--- src/rtl/dmem_mmio_responder.sv ---
// Data-memory port responder: pass-through to the dmem syncram below MMIO_BASE, local registers above it.
// Define MMIO_DBG_FIFO_EN to build the debug TX FIFO; without it DBG_TX writes are discarded.
module dmem_mmio_responder #(
  parameter int                ADDR_W     = 12,
  parameter int                DATA_W     = 32,
  parameter logic [ADDR_W-1:0] MMIO_BASE  = 12'hFF0,
  parameter int                FIFO_DEPTH = 4
) (
  input  logic              clock,
  input  logic              reset,
  input  logic [ADDR_W-1:0] address_dmem,
  input  logic [DATA_W-1:0] data,
  input  logic              wren,
  output logic [DATA_W-1:0] q_dmem,
  output logic [ADDR_W-1:0] mem_address,
  output logic [DATA_W-1:0] mem_data,
  output logic              mem_wren,
  input  logic [DATA_W-1:0] mem_q,
  output logic [DATA_W-1:0] dbg_data,
  output logic              dbg_valid,
  input  logic              dbg_ready,
  output logic              irq
);

  localparam int PTR_W = (FIFO_DEPTH > 1) ? $clog2(FIFO_DEPTH) : 1;
  localparam int CNT_W = $clog2(FIFO_DEPTH + 1);

  logic              mmio;
  logic [3:0]        off;
  logic              wr_cycle, wr_tcmp, wr_status, wr_dbg, wr_scratch;
  logic [DATA_W-1:0] counter, tcmp, scratch, rd_q, rd_val;
  logic              timer_hit, overflow, sel_mmio, hit_set;
  logic              fifo_full, fifo_empty, ovf_set;
  logic [3:0]        fifo_count;

  // The window is 16 words, so only the low nibble of the offset matters.
  assign mmio = (address_dmem >= MMIO_BASE);
  assign off  = address_dmem[3:0] - MMIO_BASE[3:0];

  assign wr_cycle   = wren & mmio & (off == 4'h0);
  assign wr_tcmp    = wren & mmio & (off == 4'h1);
  assign wr_status  = wren & mmio & (off == 4'h2);
  assign wr_dbg     = wren & mmio & (off == 4'h3);
  assign wr_scratch = wren & mmio & (off == 4'h4);

  assign mem_address = address_dmem;
  assign mem_data    = data;
  assign mem_wren    = wren & ~mmio & ~reset;

  assign hit_set = (counter == tcmp) && (tcmp != '0);

`ifdef MMIO_DBG_FIFO_EN
  logic [DATA_W-1:0] fifo_mem [FIFO_DEPTH];
  logic [PTR_W-1:0]  wr_ptr, rd_ptr;
  logic [CNT_W-1:0]  count;
  logic              push, pop;

  assign fifo_full  = (count == CNT_W'(FIFO_DEPTH));
  assign fifo_empty = (count == '0);
  assign pop        = ~fifo_empty & dbg_ready;
  // A pop in the same cycle frees the slot, so a full FIFO still accepts the push.
  assign push       = wr_dbg & (~fifo_full | pop);
  assign ovf_set    = wr_dbg & fifo_full & ~pop;
  assign dbg_valid  = ~fifo_empty;
  assign dbg_data   = fifo_mem[rd_ptr];
  assign fifo_count = 4'(count);

  always_ff @(posedge clock) begin
    if (push) fifo_mem[wr_ptr] <= data;
  end

  always_ff @(posedge clock) begin
    if (reset) begin
      wr_ptr <= '0;
      rd_ptr <= '0;
      count  <= '0;
    end else begin
      if (push) wr_ptr <= wr_ptr + PTR_W'(1);
      if (pop)  rd_ptr <= rd_ptr + PTR_W'(1);
      count <= count + CNT_W'(push) - CNT_W'(pop);
    end
  end
`else
  logic [1:0] unused_fifo_inputs;
  assign unused_fifo_inputs = {dbg_ready, wr_dbg};
  assign fifo_full  = 1'b0;
  assign fifo_empty = 1'b1;
  assign ovf_set    = 1'b0;
  assign dbg_valid  = 1'b0;
  assign dbg_data   = '0;
  assign fifo_count = 4'h0;
`endif

  always_comb begin
    rd_val = '0;
    case (off)
      4'h0: rd_val = counter;
      4'h1: rd_val = tcmp;
      4'h2: begin
        rd_val[0]   = timer_hit;
        rd_val[1]   = fifo_full;
        rd_val[2]   = fifo_empty;
        rd_val[3]   = overflow;
        rd_val[7:4] = fifo_count;
      end
      4'h4: rd_val = scratch;
      default: rd_val = '0;
    endcase
  end

  // Read data is captured from pre-update state, matching the syncram's one-cycle latency.
  always_ff @(posedge clock) begin
    if (reset) begin
      counter   <= '0;
      tcmp      <= '0;
      scratch   <= '0;
      timer_hit <= 1'b0;
      overflow  <= 1'b0;
      sel_mmio  <= 1'b0;
      rd_q      <= '0;
    end else begin
      sel_mmio  <= mmio;
      rd_q      <= rd_val;
      counter   <= wr_cycle ? '0 : counter + DATA_W'(1);
      if (wr_tcmp)    tcmp    <= data;
      if (wr_scratch) scratch <= data;
      timer_hit <= hit_set | (timer_hit & ~(wr_status & data[0]));
      overflow  <= ovf_set | (overflow & ~(wr_status & data[3]));
    end
  end

  assign q_dmem = sel_mmio ? rd_q : mem_q;
  assign irq    = timer_hit;

endmodule

--- config.mk ---
export PLATFORM = sky130hd
export DESIGN_NAME = dmem_mmio_responder
export DESIGN_NICKNAME = d
export VERILOG_FILES = /design/src/rtl/dmem_mmio_responder.sv
export SDC_FILE = /design/constraint.sdc
export NUM_CORES = 1
export LEC_CHECK = 0
export ABC_AREA = 1
export ABC_CLOCK_PERIOD_IN_PS = 2250
export BUFFER_PORTS_ARGS = -buffer_cell sky130_fd_sc_hd__buf_4
export CAP_MARGIN = 5
export CORE_MARGIN = 4
export CORE_UTILIZATION = 35
export DETAILED_ROUTE_END_ITERATION = 16
export HOLD_SLACK_MARGIN = 0.08
export PLACE_DENSITY_LB_ADDON = 0.05
export SLEW_MARGIN = 20
export SYNTH_ARGS = -nofsm -noshare
export SYNTH_HDL_FRONTEND = slang
export SYNTH_SLANG_ARGS = --single-unit
--- constraint.sdc ---
create_clock -name clock -period 2.25 [get_ports clock]
set_input_delay 0.225 -clock clock [delete_from_list [all_inputs] [get_ports clock]]
set_output_delay 0.225 -clock clock [all_outputs]
set_load 0.005 [all_outputs]
== Word-level counts from Yosys, hierarchy flattened ==
Index checks and enable logic that the tools add are counted.
W data, S select, Z words.

* Add/sub/neg operators: 1
* Multiply operators: 0
* Div/mod/pow operators: 0
* $lt $le $gt $ge: 1
* Eq/ne operators: 4
* Shifts and indexed selects: 0
* Mux-type cells: 3
* Bitwise operators: 16
* Reductions and logical operators: 4

{| class="wikitable"
|+ Operators with widths
! kind !! number
|-
| $pmux W24 S3 || 1
|-
| $add A32 B1 Y32 const B || 1
|-
| $eq A32 B32 Y1 || 1
|-
| $mux W32 || 1
|-
| $pmux W8 S4 || 1
|-
| $reduce_bool A32 Y1 || 1
|-
| $ge A12 B12 Y1 const B || 1
|-
| $and A1 B1 Y1 || 11
|-
| $eq A4 B1 Y1 const B || 1
|-
| $eq A4 B2 Y1 const B || 1
|-
| $eq A4 B3 Y1 const B || 1
|-
| $logic_not A4 Y1 || 1
|-
| $not A1 Y1 || 4
|-
| $reduce_or A2 Y1 || 1
|-
| $logic_and A1 B1 Y1 || 1
|-
| $or A1 B1 Y1 || 1
|}

* Register bits after elaboration: 131
* Bits in latches: 0
* Bits in writable memories: 0
* Memory bits (read-only): 0
* Bits of input ports: 80
* Output and inout bits: 111
* Memories kept: 0

== Logic depth before layout (Yosys ltp) ==
Gate-level depths: netlist (run 1).

* Depth in word-level cells: 7
* Depth in mapped cells: 11
* Gate-level depth less buffers: 11

== Least setup slack after synthesis (run 1) ==
OpenSTA, ideal clock, no wires.

* Path kind: register -> register
* From: register counter[0]
* To: register counter[24]
* Setup time: 0.113 ns
* Arrival time: 1.355 ns
* Path slack: 0.782 ns
* Cell stages (with the launch flop): 11
* Buffers on the path: 0
* Clock period less this slack: 1.468 ns
* Cells stage by stage: dfxtp_1 ha_1 nand2_2 inv_2 nand3_1 nor2_2 nand2_2 nor3_2 nand2_1 nand2_1 nor2_1

* Longest elaborated chain between the ends: 1

{| class="wikitable"
|+ RTL lines
! element !! line !! source
|-
| start, declared || 31 || <nowiki>logic [DATA_W-1:0] counter, tcmp, scratch, rd_q, rd_val;</nowiki>
|-
| start signal, assigned || 124 || <nowiki>counter <= wr_cycle ? '0 : counter + DATA_W'(1);</nowiki>
|-
| $add A32 B1 Y32 || 124 ||
|}

Every way passes these cells.
A chain may end at the register's enable or synchronous reset.

== Final worst setup path (run 1) ==
* From: register sel_mmio
* To: output q_dmem[0]

* Longest elaborated chain between the ends: 1

{| class="wikitable"
|+ RTL lines
! element !! line !! source
|-
| start, declared || 32 || <nowiki>logic timer_hit, overflow, sel_mmio, hit_set;</nowiki>
|-
| start signal, assigned || 122 || <nowiki>sel_mmio <= mmio;</nowiki>
|-
| $mux W32 || 132 || <nowiki>assign q_dmem = sel_mmio ? rd_q : mem_q;</nowiki>
|-
| end, declared || 14 || <nowiki>output logic [DATA_W-1:0] q_dmem,</nowiki>
|}

Every way passes these cells.

==> reports/qor.csv, run 1 <==
stage,metric,value,unit
yosys,Async SR Flop Fraction,0,%
global_route,vias in the first global route,6131,
sta,Final period util,86.7,%
pwr,Internal,0.00433,W
route,uppermost layer routed,met4,
pwr,P_sw,0.00132,W
route,met2 wire len,8.45,mm
place,Post-DP HPWL,15.7,mm
critical_path,Setup Crit Path Kind,flip-flop to primary output,
clocking,TritonCTS clock tree,built,
yosys,Post-synth EDFFs,0,
yosys,Syn Area/Cell,7.27,um^2
floorplan,I/O pin cnt,191,
clocking,CTS H-tree depth,4,
yosys,Most used DFF post-synth,dfxtp_1,
global_route,largest net degree at the start of global routing,64,
yosys,Synth cell types,44,
global_route,initial antenna violation count,0,
sta,skew final,0.00788,ns
route,M1 wire length,11.1,mm
pwr,PwrDens,634,nW/um^2
global_route,global-route wire length before repair,33.0,mm
yosys,sequential area share after synthesis,37.1,%
critical_path,crit path launch type,flip-flop,
sta,final hold vios,0,
floorplan,Die Wd,150,um
critical_path,slowest CP cell,dfxtp_2,
job,maxcap violations,0,
critical_path,worst path required time,2.03,ns
clocking,Post-CTS Repair Setup Buffers,0,
yosys,Seq cells post-synth,131,
yosys,Post-Syn Instances,973,
clocking,clock sink count,131,
clocking,cts bufs inserted,17,
route,detailed-route via count,6370,
clocking,cts hold-fix bufs,25,
critical_path,worst-path maximum fanout,22,
route,Detail Route Antenna Nets,0,
status,status,"complete, no violations",
sta,Setup TNS,0,ns
floorplan,row count,51,
yosys,Post-Syn Area,7070,um^2
sta,min Tclk post-route,1.95,ns
final_layout,Nets,1184,
sta,final setup violating endpoints,0,
pwr,switching share of power,23.3,%
pwr,peak supply drop,0.528,mV
clocking,clk root buf,clkbuf_16,
final_layout,ANT cells,0,
final_layout,final instance area,8900,um^2
final_layout,Area Growth Syn to Fin,25.9,%
min_path,worst min path class,input port to flip-flop,
sta,unrepaired setup endpoints after global routing,false,
clocking,CTS clock-pin slew for the worst setup and hold paths,0.06,ns
route,initial DRC count,343,
clocking,worst-skew pair later-pin latency,0.43,ns
pwr,Comb pwr share,8.0,%
route,Post-Route WL,21.0,mm
route,routed len/inst,15.2,um
pwr,Clk pwr share,50.7,%
sta,Max Fclk,513,MHz
global_route,gr usage total,18.9,%
critical_path,crit-path cells,"buf_12, mux2_2, buf_4",
sta,Worst Tran Pin Value,0.519,ns
final_layout,most frequent cells in the layout,"nand2_1, buf_4, nor2_1",
critical_path,register-to-register setup slack,0.53,ns
critical_path,WP data arrival,1.73,ns
sta,worst rel slew slack,65.3,%
floorplan,Die Area,22500,um^2
critical_path,Critical Path End Type,primary output,
route,DRC viols,0,
final_layout,"most common cell after layout, fill and taps aside",nand2_1,
floorplan,Die Height,150,um
place,placed cell area,8040,um^2
route,routed vias/inst,4.61,
place,gpl congestion,0.918,
route,drt first pass iters,5,
floorplan,core area,19700,um^2
clocking,Resize count post-CTS,0,
yosys,Synth Warn #,0,
pwr,Flop pwr share,41.3,%
global_route,remaining global-route overflow,0,
final_layout,Final Util,45.3,%
floorplan,starting density of the core,36.0,%
place,Port Buf Inserts,156,
critical_path,Max stage delay on crit path,0.58,ns
final_layout,share of cells above drive strength 1,22.8,%
route,metal3 WL,1.17,mm
clocking,clock buffer depth,2,
pwr,leakage power,3.88,nW
sta,max-slew violations,0,
## per-stage QoR
stage               total power (W)  hold WS (ns)  std cells  worst slack, ns
finish                      0.00565        0.0858       1381            0.299
floorplan                   0.00263         0.338       1005            0.782
CTS                         0.00570        0.0804       1381            0.250
detailed placement          0.00281         0.435       1324            0.502
global placement            0.00281         0.436       1324            0.502
global route                0.00585        0.0934       1381            0.215
## worst paths after layout
path | from | end | depth (start not counted)
max | sel_mmio | q_dmem[0] | 3
max reg2reg | counter[1] | counter[30] | 10
min | data[0] | tcmp[0] | 3
min reg2reg | irq | irq | 2
## layer usage
metal	GRT usage, %	vias up
li1	-	3273
met1	29.5	2894
met2	26.5	184
met3	3.70	19
met4	4.35	0
met5	0	-
## cells by family after synthesis
family / count (synthesis) / share of synthesized area, %
and+or+nand+nor: 412 / 25.0
buffers and inverters: 217 / 16.5
AOI/OAI and AO/OA: 148 / 12.2
DFF: 131 / 37.1
muxes: 32 / 5.10
xor gates and xnor gates: 31 / 3.84
adders and majority gates: 1 / 0.177
other: 1 / 0.0530
## registers in the layout, summed over array words and instances, names as in the netlist
register  flops
rd_q         32
overflow      1
scratch      32
counter      32
tcmp         32
irq           1
sel_mmio      1
## power by group through the flow
stage | Combinational, W | Clock [W] | Sequential, W
after detailed placement | 0.000423 | 0 | 0.00238
after floorplan | 0.000248 | 0 | 0.00238
after global placement | 0.000421 | 0 | 0.00238
after global routing | 0.000503 | 0.00302 | 0.00233
final | 0.000453 | 0.00286 | 0.00233
after CTS | 0.000456 | 0.00291 | 0.00233
## synthesized netlist by cell type, types with 6 or more instances
| master | instances | area (um^2) |
|---|---|---|
| a21oi_1 | 41 | 205 |
| buf_2 | 13 | 65.1 |
| buf_4 | 81 | 608 |
| clkbuf_1 | 12 | 45.0 |
| dfxtp_1 | 131 | 2620 |
| inv_1 | 97 | 364 |
| mux2_1 | 12 | 135 |
| mux2_2 | 20 | 225 |
| nand2_1 | 195 | 732 |
| nand2_2 | 9 | 56.3 |
| nand3_1 | 22 | 110 |
| nand4_1 | 9 | 56.3 |
| nor2_1 | 141 | 529 |
| nor2_2 | 6 | 37.5 |
| nor3_1 | 13 | 65.1 |
| o211ai_1 | 10 | 75.1 |
| o21ai_0 | 67 | 335 |
| o21ai_1 | 6 | 30.0 |
| o221ai_1 | 16 | 140 |
| xnor2_1 | 24 | 210 |
| xor2_1 | 7 | 61.3 |
## critical path, delay by kind of cell (launching register included)
| kind | cells | cell delay (ns) |
|---|---|---|
| buf+inv | 2 | 0.37 |
| flops | 1 | 0.58 |
| mux | 1 | 0.35 |
## area by class of cell
cell class / count / area (um^2)
clock inverters: 15 / 183
inverters: 103 / 389
well taps: 265 / 332
flip-flops and latches: 131 / 2620
multi-input cells: 657 / 3400
clock buffers: 17 / 425
repair buffers: 193 / 1550
fillers: 2089 / 10800
No activity file was read; power rests on OpenSTA's default activity.
==> run 2: changes to the inputs <==
--- a/config.mk
+++ b/config.mk
@@ -12,6 +12,7 @@
 export CORE_MARGIN = 4
 export CORE_UTILIZATION = 35
 export DETAILED_ROUTE_END_ITERATION = 16
+export GPL_TIMING_DRIVEN = 0
 export HOLD_SLACK_MARGIN = 0.08
 export PLACE_DENSITY_LB_ADDON = 0.05
 export SLEW_MARGIN = 20
==> run 2 against run 1 <==
Compared with the run above: via count is 4.9% higher; global-route usage is 0.94 points higher; sequential share of layout area is 2.3 points lower; maximum frequency is 4.7% lower.
==> reports/qor.csv, run 2 (synthesis gave the netlist of run 1 again) <==
stage,metric,value,unit,change
critical_path,worst path required time,2.03,ns,about the same
pwr,switching share of power,22.5,%,-0.88 points
job,maxcap violations,0,,unchanged
floorplan,core area,19700,um^2,unchanged
floorplan,I/O pin cnt,191,,unchanged
sta,skew final,0.0187,ns,+0.0108 ns
final_layout,"most common cell after layout, fill and taps aside",buf_4,,
floorplan,row count,51,,unchanged
status,status,"complete, no violations",,
pwr,Flop pwr share,39.0,%,-2.3 points
place,Place WS,0.427,ns,-0.0753 ns
sta,final hold vios,0,,unchanged
sta,Setup TNS,0,ns,unchanged
sta,Max Fclk,488,MHz,-4.7%
place,Post-DP HPWL,17.4,mm,+11%
clocking,TritonCTS clock tree,built,,
route,routed len/inst,14.8,um,-2.6%
sta,Final WS setup,0.202,ns,-0.0971 ns
floorplan,Die Height,150,um,unchanged
critical_path,WP data arrival,1.82,ns,+0.09 ns
global_route,initial antenna violation count,0,,unchanged
final_layout,Area Growth Syn to Fin,36.5,%,
sta,min Tclk post-route,2.05,ns,+0.0971 ns
final_layout,most frequent cells in the layout,"buf_4, nand2_1, nor2_1",,
sta,Worst Tran Pin Value,0.556,ns,+0.0364 ns
final_layout,FILL cells,2056,,-1.6%
pwr,Comb pwr share,9.5,%,+1.5 points
pwr,P_sw,0.00134,W,+2.0%
clocking,cts bufs inserted,17,,unchanged
global_route,largest net degree at the start of global routing,17,,-73%
clocking,CTS H-tree depth,4,,unchanged
sta,max-slew violations,0,,unchanged
floorplan,starting density of the core,36.0,%,unchanged
clocking,Resize count post-CTS,0,,unchanged
sta,worst rel slew slack,62.9,%,-2.4 points
min_path,Hold Crit Depth,3,,unchanged
route,Detail Route Antenna Nets,0,,unchanged
route,initial DRC count,408,,+19%
final_layout,share of cells above drive strength 1,27.7,%,+4.8 points
route,DRC viols,0,,unchanged
floorplan,Die Area,22500,um^2,unchanged
global_route,vias in the first global route,6302,,+2.8%
place,gpl congestion,0.846,,-7.9%
final_layout,Nets,1290,,+9.0%
sta,Final period util,91.0,%,+4.3 points
route,Post-Route WL,22.0,mm,+4.9%
clocking,clk root buf,clkbuf_16,,
pwr,PwrDens,621,nW/um^2,-2.2%
clocking,worst-skew pair later-pin latency,0.44,ns,about the same
route,drt first pass iters,5,,unchanged
min_path,worst min path class,input port to flip-flop,,
critical_path,worst-path maximum fanout,10,,-55%
clocking,Post-CTS Repair Setup Buffers,0,,unchanged
sta,unrepaired setup endpoints after global routing,false,,
clocking,CTS clock-pin slew for the worst setup and hold paths,0.06,ns,about the same
pwr,leakage power,4.36,nW,+12%
critical_path,Register-to-Register Path Depth,10,,unchanged
pwr,peak supply drop,0.523,mV,-1.1%
floorplan,Die Wd,150,um,unchanged
route,routed vias/inst,4.49,,-2.6%
pwr,Clk pwr share,51.5,%,+0.8 points
route,detailed-route via count,6679,,+4.9%
final_layout,ANT cells,0,,unchanged
critical_path,Setup Crit Path Kind,flip-flop to primary output,,
sta,final setup violating endpoints,0,,unchanged
clocking,clock buffer depth,2,,unchanged
pwr,Internal,0.00464,W,+7.2%
critical_path,crit path launch type,flip-flop,,
clocking,clock sink count,131,,unchanged
place,Port Buf Inserts,155,,-0.64%
global_route,gr usage total,19.9,%,+0.94 points
critical_path,Critical Path End Type,primary output,,
global_route,global-route wire length before repair,34.3,mm,+3.9%
global_route,remaining global-route overflow,0,,unchanged
==> run 2: changes by cell type in the layout (fill, tap and decap cells not counted), sizes merged <==
cell         previous run  this run
buf                   168       257
bufinv                  3         5
clkbuf                 17        28
clkinv                  5         4
clkinvlp                4         3
dlygate4sd3            25        31
==> run 2: final cells by class <==
type                       count  area [um^2]  area share [%]
sequential                   131         2620            27.2
inverter                     103          389            4.03
clock buffer                  17          425            4.41
multi-input combinational    657         3400            35.2
tap                          265          332            3.44
timing repair buffer         186         1470            15.3
buffer                       113          774            8.03
clock inverter                15          230            2.39
==> run 2: path summary, 6_finish.rpt <==
path	endpoint	slack (ns)	from
hold reg to reg	overflow	0.44	overflow
setup / recovery	q_dmem[9]	0.20	sel_mmio
hold / removal	scratch[27]	0.08	data[27]
setup reg to reg	counter[24]	0.40	counter[0]
==> run 2: per-layer routing <==
metal	track usage, %	vias up	share of wire, %
met5	0	-	0
met4	5.63	0	1.4
met3	4.18	18	6.1
met2	28.9	212	42
met1	29.5	2965	50
li1	-	3484	-
==> run 2: power groups by stage <==
| stage | Combinational, W | Sequential (W) | Clock [W] |
|---|---|---|---|
| after floorplan | 0.000248 | 0.00238 | 0 |
| final | 0.000571 | 0.00233 | 0.00308 |
| after global placement | 0.000525 | 0.00238 | 0 |
| after detailed placement | 0.000528 | 0.00238 | 0 |
| after global routing | 0.000629 | 0.00233 | 0.00324 |
| after CTS | 0.000572 | 0.00233 | 0.00313 |
==> run 2: critical path: stages, from the launching register on <==
cell and delay, ns:
dfxtp_1 0.57, buf_2 0.32, mux2_2 0.36, buf_4 0.14
==> run 2: what timing repair did <==
action / CTS / global route
endpoints found under the hold margin: 40 / 0
endpoints found under the setup margin: 0 / 30
hold buffers: 31 / 0
==> run 2: per-stage QoR <==
step | total power, W | hold slack (ns) | std cells | util [%] | cell area (um^2)
floorplan | 0.00263 | 0.338 | 1005 | - | 7190
global placement | 0.00291 | 0.434 | 1425 | 44.2 | 8680
detailed placement | 0.00291 | 0.435 | 1425 | 44.2 | 8680
CTS | 0.00604 | 0.0820 | 1488 | 49.1 | 9650
global route | 0.00620 | 0.125 | 1487 | 49.1 | 9650
finish | 0.00599 | 0.0823 | 1487 | 49.1 | 9650
==> run 3: changes to the inputs <==
--- a/config.mk
+++ b/config.mk
@@ -14,7 +14,7 @@
 export DETAILED_ROUTE_END_ITERATION = 16
 export GPL_TIMING_DRIVEN = 0
 export HOLD_SLACK_MARGIN = 0.08
-export PLACE_DENSITY_LB_ADDON = 0.05
+export PLACE_DENSITY = 0.58
 export SLEW_MARGIN = 20
 export SYNTH_ARGS = -nofsm -noshare
 export SYNTH_HDL_FRONTEND = slang
==> run 3 against run 2 <==
Compared with the run above: highest routed layer unchanged; cell count decreased by 0.61%; global-route usage decreased by 1.0 points; sequential cell count unchanged; non-clock buffer count decreased by 9; total power decreased by 5.9%; clock power decreased by 11%; critical endpoint is now q_dmem[14]; register-to-register slack improved by 0.04 ns.
==> reports/qor.csv, run 3 (synthesis gave the netlist of run 1 again) <==
stage,metric,value,unit,change
place,placed cells,1425,,unchanged
pwr,Comb pwr share,9.7,%,+0.2 points
critical_path,Critical Path End Type,primary output,,
sta,max-slew violations,0,,unchanged
final_layout,ANT cells,0,,unchanged
global_route,remaining global-route overflow,0,,unchanged
min_path,Worst Min Path Start,data[28],,
place,Post-DP HPWL,17.0,mm,-2.6%
floorplan,starting density of the core,36.0,%,unchanged
route,Detail Route Antenna Nets,0,,unchanged
final_layout,share of cells above drive strength 1,27.9,%,+0.21 points
status,status,"complete, no violations",,
global_route,vias in the first global route,6076,,-3.6%
route,Post-Route WL,21.3,mm,-3.5%
critical_path,Register-to-Register Path Depth,10,,unchanged
floorplan,core area,19700,um^2,unchanged
clocking,Resize count post-CTS,0,,unchanged
place,Port Buf Inserts,155,,unchanged
pwr,PwrDens,594,nW/um^2,-4.2%
pwr,Internal,0.00434,W,-6.5%
route,routed len/inst,14.4,um,-2.9%
global_route,largest net degree at the start of global routing,17,,unchanged
sta,worst rel slew slack,62.3,%,-0.61 points
route,initial DRC count,441,,+8.1%
min_path,Hold Crit Depth,3,,unchanged
global_route,global-route wire length before repair,32.9,mm,-4.1%
critical_path,worst-path maximum fanout,10,,unchanged
pwr,P_sw,0.00130,W,-3.6%
final_layout,FILL cells,2056,,unchanged
final_layout,most frequent cells in the layout,"buf_4, nand2_1, nor2_1",,
min_path,worst min path class,input port to flip-flop,,
route,routed vias/inst,4.55,,+1.3%
global_route,gr usage total,18.8,%,-1.0 points
final_layout,Area Growth Syn to Fin,34.1,%,
critical_path,Max stage delay on crit path,0.37,ns,-0.20 ns
final_layout,Nets,1281,,-0.70%
min_path,hold endpoint,scratch[28],,
sta,Worst Tran Pin Value,0.565,ns,+0.00916 ns
pwr,switching share of power,23.0,%,+0.55 points
sta,Max Fclk,482,MHz,-1.2%
clocking,CTS H-tree depth,4,,unchanged
sta,final hold vios,0,,unchanged
critical_path,crit-path cells,"clkbuf_1, buf_2, mux2_2, buf_4",,
global_route,initial antenna violation count,0,,unchanged
critical_path,Crit Reg-Reg Endpoint,counter[24],,
final_layout,Non-Filler Instances,1478,,-0.61%
sta,min Tclk post-route,2.07,ns,+0.0256 ns
critical_path,Top delay family on crit path,buffers and inverters,,
clocking,clk root buf,clkbuf_16,,
critical_path,crit path launch type,flip-flop,,
sta,final setup violating endpoints,0,,unchanged
clocking,worst-skew pair later-pin latency,0.42,ns,-0.02 ns
final_layout,final instance area,9480,um^2,-1.7%
sta,skew final,0.00597,ns,-0.0128 ns
floorplan,Die Height,150,um,unchanged
job,maxcap violations,0,,unchanged
critical_path,register-to-register setup slack,0.44,ns,+0.04 ns
sta,Setup TNS,0,ns,unchanged
floorplan,Die Area,22500,um^2,unchanged
critical_path,r2r startpoint,counter[0],,
clocking,clock buffer depth,2,,unchanged
sta,unrepaired setup endpoints after global routing,false,,
sta,Final period util,92.2,%,+1.1 points
place,placed cell area,8680,um^2,unchanged
critical_path,critical path buffer and inverter count,3,,+1
clocking,cts bufs inserted,17,,unchanged
floorplan,I/O pin cnt,191,,unchanged
floorplan,row count,51,,unchanged
floorplan,Die Wd,150,um,unchanged
clocking,clock sink count,131,,unchanged
route,detailed-route via count,6723,,+0.66%
critical_path,slowest CP cell,mux2_2,,
route,DRC viols,0,,unchanged
final_layout,"most common cell after layout, fill and taps aside",buf_4,,
clocking,TritonCTS clock tree,built,,
pwr,Clk pwr share,48.8,%,-2.7 points
route,drt first pass iters,5,,unchanged
critical_path,Setup Crit Path Kind,flip-flop to primary output,,
pwr,leakage power,4.30,nW,-1.5%
critical_path,WP data arrival,1.85,ns,+0.03 ns
pwr,Flop pwr share,41.4,%,+2.4 points
critical_path,worst path required time,2.03,ns,about the same
place,gpl congestion,0.866,,+2.4%
final_layout,Final Util,48.2,%,-0.84 points
clocking,CTS clock-pin slew for the worst setup and hold paths,0.06,ns,about the same
pwr,peak supply drop,0.516,mV,-1.3%
==> run 3: cell count changes in the layout (fill, tap and decap cells not counted), sizes merged <==
| cell | before | now |
|---|---|---|
| bufinv | 5 | 2 |
| clkbuf | 28 | 31 |
| clkinv | 4 | 7 |
| dlygate4sd3 | 31 | 21 |
| inv | 106 | 104 |
==> run 3: timing repair <==
item,CTS,global route
setup buffers,0,0
hold buffers,21,0
endpoints found under the hold margin,33,0
==> run 3: worst max path at each step <==
stage                     slack (ns)           to  cells after the start  startpoint
after global placement          0.48   q_dmem[21]                      4    sel_mmio
after floorplan                 0.78  counter[24]                     10  counter[0]
final                           0.18   q_dmem[14]                      4    sel_mmio
after global routing            0.06   q_dmem[20]                      4    sel_mmio
after detailed placement        0.48   q_dmem[10]                      4    sel_mmio
after CTS                       0.02   q_dmem[10]                      4    sel_mmio
==> run 3: final cells by class <==
class / instances / area [um^2] / area share (%)
multi-input combinational: 657 / 3400 / 35.9
sequential: 131 / 2620 / 27.7
timing repair buffer: 176 / 1370 / 14.5
buffer: 114 / 778 / 8.21
clock buffer: 19 / 453 / 4.78
inverter: 103 / 389 / 4.10
tap: 265 / 332 / 3.50
clock inverter: 13 / 134 / 1.41
==> run 3: metrics by stage <==
stage / total power (W) / setup slack [ns] / hold WS [ns]
after floorplan: 0.00263 / 0.782 / 0.338
after global placement: 0.00290 / 0.478 / 0.425
after detailed placement: 0.00291 / 0.480 / 0.436
after CTS: 0.00567 / 0.0185 / 0.0804
after global routing: 0.00583 / 0.0556 / 0.0899
final: 0.00563 / 0.176 / 0.0839
==> run 3: tightest hold or removal path: stages <==
cell and delay [ns]:
buf_4 0.10, o21ai_0 0.07, nor2_1 0.07
==> run 3: power groups by stage <==
stage               clock, W  sequential (W)  combinational (W)
global placement           0         0.00238           0.000517
CTS                  0.00278         0.00233           0.000551
detailed placement         0         0.00239           0.000520
finish               0.00275         0.00233           0.000548
global route         0.00290         0.00233           0.000601
floorplan                  0         0.00238           0.000248
==> run 3: layer usage <==
layer,share of wire (%),global-route usage (%)
met1,48,26.9
met2,44,29.0
met3,6.2,3.31
met4,1.7,5.63
met5,0,0
